===== src/rtl/core_id_issue_ctrl.sv =====
// core_id_issue_ctrl
//   Issue control between the ID and EX stages of an in-order core. It blocks
//   issue on load-use and load-busy hazards, bounds the number of in-flight
//   instructions, and serializes CSR/fence/mret: drain, issue alone, wait
//   until retired.
// Ports
//   clk, rst                  clock, asynchronous active-high reset
//   id_valid / id_ready       ID holds an instruction / it moves to EX now
//   id_rs1, id_rs2, id_rd     register indices of the ID instruction
//   id_rs1_used, id_rs2_used  source operands actually read
//   id_is_ld, id_is_ser       load / serializing instruction
//   ex_valid / ex_ready       issue request to EX / EX accepts
//   ld_done                   outstanding load wrote back (pulse)
//   wb_retire                 one in-flight instruction retired or killed (pulse)
//   flush                     redirect: kills the ID instruction this cycle
//   hazard_stall              issue blocked by a load hazard
//   inflight                  in-flight instruction count
module core_id_issue_ctrl #(
  parameter int INFLIGHT_W = 2
) (
  input  logic                  clk,
  input  logic                  rst,
  input  logic                  id_valid,
  output logic                  id_ready,
  input  logic [4:0]            id_rs1,
  input  logic [4:0]            id_rs2,
  input  logic                  id_rs1_used,
  input  logic                  id_rs2_used,
  input  logic [4:0]            id_rd,
  input  logic                  id_is_ld,
  input  logic                  id_is_ser,
  output logic                  ex_valid,
  input  logic                  ex_ready,
  input  logic                  ld_done,
  input  logic                  wb_retire,
  input  logic                  flush,
  output logic                  hazard_stall,
  output logic [INFLIGHT_W-1:0] inflight
);

  typedef enum logic [1:0] {RUN, DRAIN, SER} state_t;

  state_t state, state_nxt;
  logic   ld_pend;
  logic [4:0] ld_rd;

  logic ld_pend_eff, rs1_hit, rs2_hit, full, idle, xfer, dec;

  always_comb begin
    // A writeback in the same cycle releases the hazard immediately.
    ld_pend_eff  = ld_pend & ~ld_done;
    rs1_hit      = id_rs1_used & (id_rs1 == ld_rd) & (id_rs1 != 5'd0);
    rs2_hit      = id_rs2_used & (id_rs2 == ld_rd) & (id_rs2 != 5'd0);
    // A second load is blocked outright: only one load may be outstanding.
    hazard_stall = ~rst & id_valid & ld_pend_eff & (rs1_hit | rs2_hit | id_is_ld);
    full         = (inflight == {INFLIGHT_W{1'b1}});
    idle         = (inflight == '0);
  end

  // Issue decision and next state. ex_valid never looks at ex_ready.
  always_comb begin
    ex_valid  = 1'b0;
    state_nxt = state;
    if (!rst) begin
      unique case (state)
        RUN: begin
          if (id_valid && id_is_ser && !flush) begin
            if (idle && !hazard_stall) begin
              ex_valid = 1'b1;
              if (ex_ready) state_nxt = SER;
            end else begin
              state_nxt = DRAIN;
            end
          end else begin
            ex_valid = id_valid & ~hazard_stall & ~full & ~flush;
          end
        end
        DRAIN: begin
          if (flush) begin
            state_nxt = RUN;
          end else begin
            ex_valid = id_valid & idle & ~hazard_stall;
            if (ex_valid && ex_ready) state_nxt = SER;
          end
        end
        SER: begin
          // The serializing instruction is the only one in flight here.
          if (idle) state_nxt = RUN;
        end
        default: state_nxt = RUN;
      endcase
    end
  end

  assign id_ready = ex_valid & ex_ready;
  assign xfer     = id_ready;
  assign dec      = wb_retire & ~idle;  // retire at zero is dropped, no wrap

  always_ff @(posedge clk or posedge rst) begin
    if (rst) begin
      state    <= RUN;
      inflight <= '0;
      ld_pend  <= 1'b0;
      ld_rd    <= 5'd0;
    end else begin
      state <= state_nxt;
      if (xfer && !dec)      inflight <= inflight + INFLIGHT_W'(1);
      else if (!xfer && dec) inflight <= inflight - INFLIGHT_W'(1);
      // A newly issued load wins over a writeback of the previous one.
      if (xfer && id_is_ld) begin
        ld_pend <= 1'b1;
        ld_rd   <= id_rd;
      end else if (ld_done) begin
        ld_pend <= 1'b0;
      end
    end
  end

endmodule


===== config.mk =====
export PLATFORM = sky130hd
export DESIGN_NAME = core_id_issue_ctrl
export DESIGN_NICKNAME = d
export VERILOG_FILES = /design/src/rtl/core_id_issue_ctrl.sv
export SDC_FILE = /design/constraint.sdc
export NUM_CORES = 1
export LEC_CHECK = 0
export CORE_MARGIN = 2
export CORE_UTILIZATION = 43
export DETAILED_ROUTE_END_ITERATION = 7
export PLACE_DENSITY = 0.92
export SYNTH_ARGS = -nofsm -noshare
export SYNTH_HDL_FRONTEND = slang
export SYNTH_SLANG_ARGS = --single-unit

===== constraint.sdc =====
create_clock -name clk -period 4.05 [get_ports clk]
set_input_delay 1.0125 -clock clk [delete_from_list [all_inputs] [get_ports clk]]
set_output_delay 1.0125 -clock clk [all_outputs]
set_load 0.05 [all_outputs]

==> impl_results.md, run 1 <==
* Status: completed
* CP Data Required Time at 3040 ps
* Max Cap Viol at 0
* Core ar. at 1510 sq um
* CP Data Arrival Time at 2830 ps
* CTS max path bufs at 2
* Rel. slew slack at 64.8%
* Number of post-CTS setup repair buffers at 0
* First-pass GRT wire length at approximately 3000 microns
* Starting Density at between 40% and 50%
* Hold Path Class: flop to flop
* Via count at between 600 and 700
* Placed Cells at around 110
* Slew Limit Fails at 0
* Placed wire-length estimate at between 1500 and 2000 microns
* Fill cell count at ~120
* Yosys cell types at 27
* Setup TNS at 0 ps
* Register bit total from synthesis at 10
* IR drop worst, VDD at around 0.37 mV
* Dpl ws at roughly 180 ps
* Post-layout net count at between 100 and 150
* Cts bufs inserted at 3
* CTS sink count at 10
* Mapped Cells at a little under 70
* Wire length per cell at about 16 microns
* Leakage at roughly 0.46 nW
* Max Clock Freq at about 260 MHz
* CP Max Fanout at 5
* Seq/Total Area, Yosys at around 36%
* Share of cells above drive strength 1 at just over 20%
* DR pass1 iterations at 4
* Die Ht at roughly 44 microns
* Placer Congestion at 0.807
* Syn-to-layout area delta at 53.7%
* Initial antenna violation count at 0
* Most frequent cells in the layout: 27 x clkdlybuf4s50_1, 10 x dfrtp_1, 9 x xor2_1
* Ports at 31
* Root buffer cell: clkbuf_4
* Most common cell after layout, fill and taps aside: clkdlybuf4s50_1
* Resized cells post-CTS at 0
* Total gr overflow at 0
* Clock slew at reported path FFs at approximately 70 ps
* Non-filler cells, final at about 120
* PortBufs at 30
* Crit path kind: primary input to output port
* Post-route minimum period at between 3000 and 4000 ps
* Syn avg cell area at 10.2 sq um
* CTS Hold Bufs at 0
* Final hold vios at 0
* Die X at 44.3 microns
* YS warnings at 0
* Drt total wl at 1900 microns
* Tcrit/Tclk final at a little over nine tenths
* Layout Skew at between 2 and 2.5 ps
* Placed Area at around 1000 sq um
* Die Footprint at roughly 2000 sq um
* GRT Overall Usage at ~21%
* Worst-margin pin slew at ~530 ps
* Rows at 14
* RSZ-0062 raised after global routing: no
* Critical path capture point type: output port
* Final ANT Viol Nets at 0
* DRC at 0
* DRT iter0 DRCs at 7
* Pwr Density at between 500 and 600 nW/um^2
* Finished Cell Area at roughly 1100 sq um
* CTS tree: yes
* Final setup violation count at 0
* PnR worst setup slack at 210 ps
* Synthesized area at between 600 and 700 sq um
* H-tree levels at 1
* Worst skew pair latency at 270 ps
* Largest net degree at the start of global routing at 11
* Vias per cell at between 5 and 6
* Crit start category: primary input
* Syn Nets at 95
* Vias in the first global route at slightly above 700
* Antenna cells at 0
==> worst max-delay path, cell delays in order <==
cell and delay, ps:
clkdlybuf4s50_1 440, nor4_1 330, nor2_1 80, o2111ai_1 200
o21ai_2 150, nor3_1 400, buf_12 200
==> state kept, by name, summed over array words and instances (netlist names) <==
| register | cells |
|---|---|
| state | 2 |
| inflight | 2 |
| ld_pend | 1 |
| ld_rd | 5 |
==> logic make-up (layout without fill, tap and decap cells) <==
| family | after synthesis | in the layout | share of synthesized area, % |
|---|---|---|---|
| AND/OR/NAND/NOR | 22 | 22 | 22.6 |
| AO/OA/AOI/OAI | 16 | 16 | 16.2 |
| XOR/XNOR | 11 | 11 | 13.8 |
| flip-flops | 10 | 10 | 35.9 |
| multiplexers | 5 | 5 | 8.08 |
| buffers and inverters | 3 | 37 | 1.62 |
| adder cells (fa/ha/maj) | 1 | 1 | 1.80 |
==> cell usage after synthesis <==
cell / n / area share [%]
dfrtp_1: 10 / 36
xor2_1: 9 / 11
mux2_2: 5 / 8.1
nand2_1: 5 / 2.7
nor2_1: 5 / 2.7
o21ai_0: 5 / 3.6
inv_1: 3 / 1.6
nor3_1: 3 / 2.2
a21oi_1: 2 / 1.4
nor4_1: 2 / 1.8
o21ai_2: 2 / 2.5
xnor2_1: 2 / 2.5
a211oi_1: 1 / 1.1
a21o_1: 1 / 1.1
a21o_2: 1 / 1.3
a41oi_1: 1 / 1.3
ha_1: 1 / 1.8
nand3_2: 1 / 1.4
nand4bb_4: 1 / 4.0
nor2b_2: 1 / 1.3
nor3_4: 1 / 2.3
nor4_2: 1 / 1.8
o2111ai_1: 1 / 1.3
o221a_1: 1 / 1.6
o31ai_1: 1 / 1.1
or2_1: 1 / 0.90
or4_4: 1 / 1.6
==> through the flow <==
stage	hold slack (ps)	utilization (%)	power, mW
6_report	573	71.1	0.544
3_5_place_dp	553	68.7	0.452
3_3_place_gp	533	68.7	0.439
2_1_floorplan	509	-	0.360
4_1_cts	568	71.1	0.544
5_1_grt	601	71.1	0.578
==> layer usage <==
metal / track usage (%) / vias to the layer above / share of wire [%]
li1: - / 317 / -
met1: 23.4 / 337 / 39
met2: 38.8 / 24 / 54
met3: 4.08 / 6 / 4.5
met4: 11.5 / 0 / 2.0
met5: 0 / - / 0
==> where the power goes <==
group	switching (mW)	internal [mW]	total, mW
Combinational	0.126	0.119	0.246
Sequential	0.0686	0.141	0.209
Clock	0.0349	0.0546	0.0895
==> final timing paths <==
kind,from,endpoint,slack (ps),depth (start not counted)
max,id_rs1[0],id_ready,210,7
min,ld_pend$_DFFE_PP0P_,ld_pend$_DFFE_PP0P_,570,1
max reg2reg,ld_rd[3]$_DFFE_PP0P_,inflight[1]$_DFFE_PP0P_,1650,9
min reg2reg,ld_pend$_DFFE_PP0P_,ld_pend$_DFFE_PP0P_,570,1
max in group asynchronous,rst,inflight[0]$_DFFE_PP0P_,2600,2
min in group asynchronous,rst,ld_pend$_DFFE_PP0P_,1180,2
==> layout make-up <==
| cell class | instances | area, sq um | area share [%] |
|---|---|---|---|
| Clock buffer | 4 | 36.3 | 3.39 |
| Inverter | 3 | 11.3 | 1.05 |
| Multi-Input combinational cell | 55 | 435 | 40.7 |
| Sequential cell | 10 | 250 | 23.4 |
| Tap cell | 16 | 20.0 | 1.87 |
| Timing Repair Buffer | 30 | 318 | 29.7 |
Power figures use the tool's default switching activity.
==> run 2, diff against run 1 <==
Settings changed: CORE_MARGIN 2 to 3.
Clock period 4.05 ns to 4.6 ns, I/O delays scaled along.
==> run 2 against run 1 <==
Compared with the run above:
- critical path depth did not move
- register-to-register slack improved by 430 ps
- clock skew rose by 4.0 ps
- total power fell by 11%
- combinational power fell by 10%
- hold slack improved by 9.1 ps
- global-route usage rose by 2.2 points
- sequential power fell by 12%
- clock power fell by 7.5%
- critical path type unchanged
- critical endpoint unchanged
==> impl_results.md, run 2 (synthesis results as in run 1) <==
* Status: completed
* Slew Limit Fails at 0
* Comb power frac at 45.4%
* CP Max Fanout at 5
* Final setup violation count at 0
* Starting Density at approximately 49%
* Placer Congestion at 0.901
* Worst skew pair latency at 280 ps
* Setup TNS at 0 ps
* Post-layout net count at 130
* Total gr overflow at 0
* RSZ-0062 raised after global routing: no
* PortBufs at 30
* Pwr Density at between 400 and 500 nW/um^2
* Layout Skew at 6.28 ps
* DRC at 0
* Final hold vios at 0
* Ports at 31
* Resized cells post-CTS at 0
* Finished Cell Area at approximately 1100 sq um
* First-pass GRT wire length at approximately 3400 microns
* Wire length per cell at approximately 18 microns
* Syn-to-layout area delta at 51.7%
* Largest register FFs at 5
* IR drop worst, VDD at 0.332 mV
* DRT iter0 DRCs at 25
* Drt total wl at ~2100 microns
* Rows at 13
* Critical path capture point type: output port
* Worst Hold Launch: ld_pend$_DFFE_PP0P_
* Top flop regs: ld_rd: 5 flops, inflight: 2 flops, state: 2 flops
* Worst-margin pin slew at approximately 500 ps
* Rel. slew slack at ~67%
* H-tree levels at 1
* CP Data Arrival Time at roughly 2900 ps
* Leakage at roughly 0.46 nW
* Sequential power share at between 30% and 40%
* Tcrit/Tclk final at between 80 and 90%
* Placed wire-length estimate at between 1500 and 2000 microns
* Vias in the first global route at 722
* Antenna cells at 0
* Die Ht at roughly 46 microns
* Core ar. at around 1400 sq um
* Most frequent cells in the layout: 27 x clkdlybuf4s50_1, 10 x dfrtp_1, 9 x xor2_1
* Worst Setup SP: id_rs1[0]
* Register name with the most flops: ld_rd
* Vias per cell at a little under 6
* CTS sink count at 10
* Crit path kind: primary input to output port
* Core Util, Final at 74.7%
* CTS Hold Bufs at 0
* Number of post-CTS setup repair buffers at 0
* Fill cell count at 103
* Reg2reg start: ld_rd[3]$_DFFE_PP0P_
* Share of cells above drive strength 1 at around a fifth
* Hold Path Class: flop to flop
* Die Footprint at about 2100 sq um
* Placed Area at ~1000 sq um
* Final ANT Viol Nets at 0
* CP Data Required Time at ~3500 ps
* CTS max path bufs at 2
* Post-route minimum period at about 4100 ps
* Initial antenna violation count at 0
* GRT Overall Usage at a little under a quarter
* Final Power at about 0.5 mW
* Max Cap Viol at 0
* PnR worst setup slack at about 530 ps
* CTS tree: yes
* Die X at roughly 46 microns
* Most common cell after layout, fill and taps aside: clkdlybuf4s50_1
* Clock power frac at about 17%
* Largest net degree at the start of global routing at 11
* Max Clock Freq at 246 MHz
* Switching share of power at a little over two fifths
* DR pass1 iterations at 5
* Internal power at about 0.28 mW
* Clock slew at reported path FFs at 60 ps
* Dpl ws at 558 ps
* Root buffer cell: clkbuf_4
* Crit start category: primary input
* Via count at a little under 700
* Cts bufs inserted at 3
* Net Switching at 0.209 mW
## run 2: final cells by class
| type | instances | area [sq um] | share of cell area [%] |
|---|---|---|---|
| Clock buffer | 4 | 36.3 | 3.43 |
| Inverter | 3 | 11.3 | 1.07 |
| Multi-Input combinational cell | 55 | 435 | 41.2 |
| Sequential cell | 10 | 250 | 23.7 |
| Tap cell | 15 | 18.8 | 1.78 |
| Timing Repair Buffer | 30 | 305 | 28.9 |
## run 2: critical path, cell delays in order
cell and delay [ps]:
clkdlybuf4s50_1 450, nor4_1 270, nor2_1 70, o2111ai_1 210, o21ai_2 150, nor3_1 410
buf_12 200
## run 2: per-stage QoR
step / hold WS (ps) / std cells
detailed placement: 567 / 113
CTS: 583 / 117
global route: 603 / 117
finish: 582 / 117
floorplan: 509 / 68
global placement: 527 / 113
## run 2: power groups by stage
| stage | logic [mW] | clock network, mW | registers [mW] |
|---|---|---|---|
| after global routing | 0.237 | 0.0879 | 0.190 |
| final | 0.221 | 0.0828 | 0.183 |
| after CTS | 0.222 | 0.0834 | 0.180 |
| after floorplan | 0.118 | 0 | 0.199 |
| after global placement | 0.207 | 0 | 0.179 |
| after detailed placement | 0.218 | 0 | 0.182 |
## run 2: metal layers
| metal | vias to the layer above | part of all wire [%] | GRT usage [%] |
|---|---|---|---|
| li1 | 318 | - | - |
| met1 | 325 | 37 | 25.1 |
| met2 | 40 | 51 | 42.0 |
| met3 | 9 | 7.9 | 7.42 |
| met4 | 0 | 3.2 | 10.2 |
| met5 | - | 0 | 0 |
## run 2: worst paths after layout
check                           cells past startpoint                 endpoint  slack (ps)
worst max-delay path                                7                 id_ready         530
worst min-delay path                                1      ld_pend$_DFFE_PP0P_         580
worst max register to register                      9  inflight[1]$_DFFE_PP0P_        2080
worst min register to register                      1      ld_pend$_DFFE_PP0P_         580
max in group asynchronous                           2     ld_rd[1]$_DFFE_PP0P_        3020
min in group asynchronous                           2     ld_rd[4]$_DFFE_PP0P_        1310
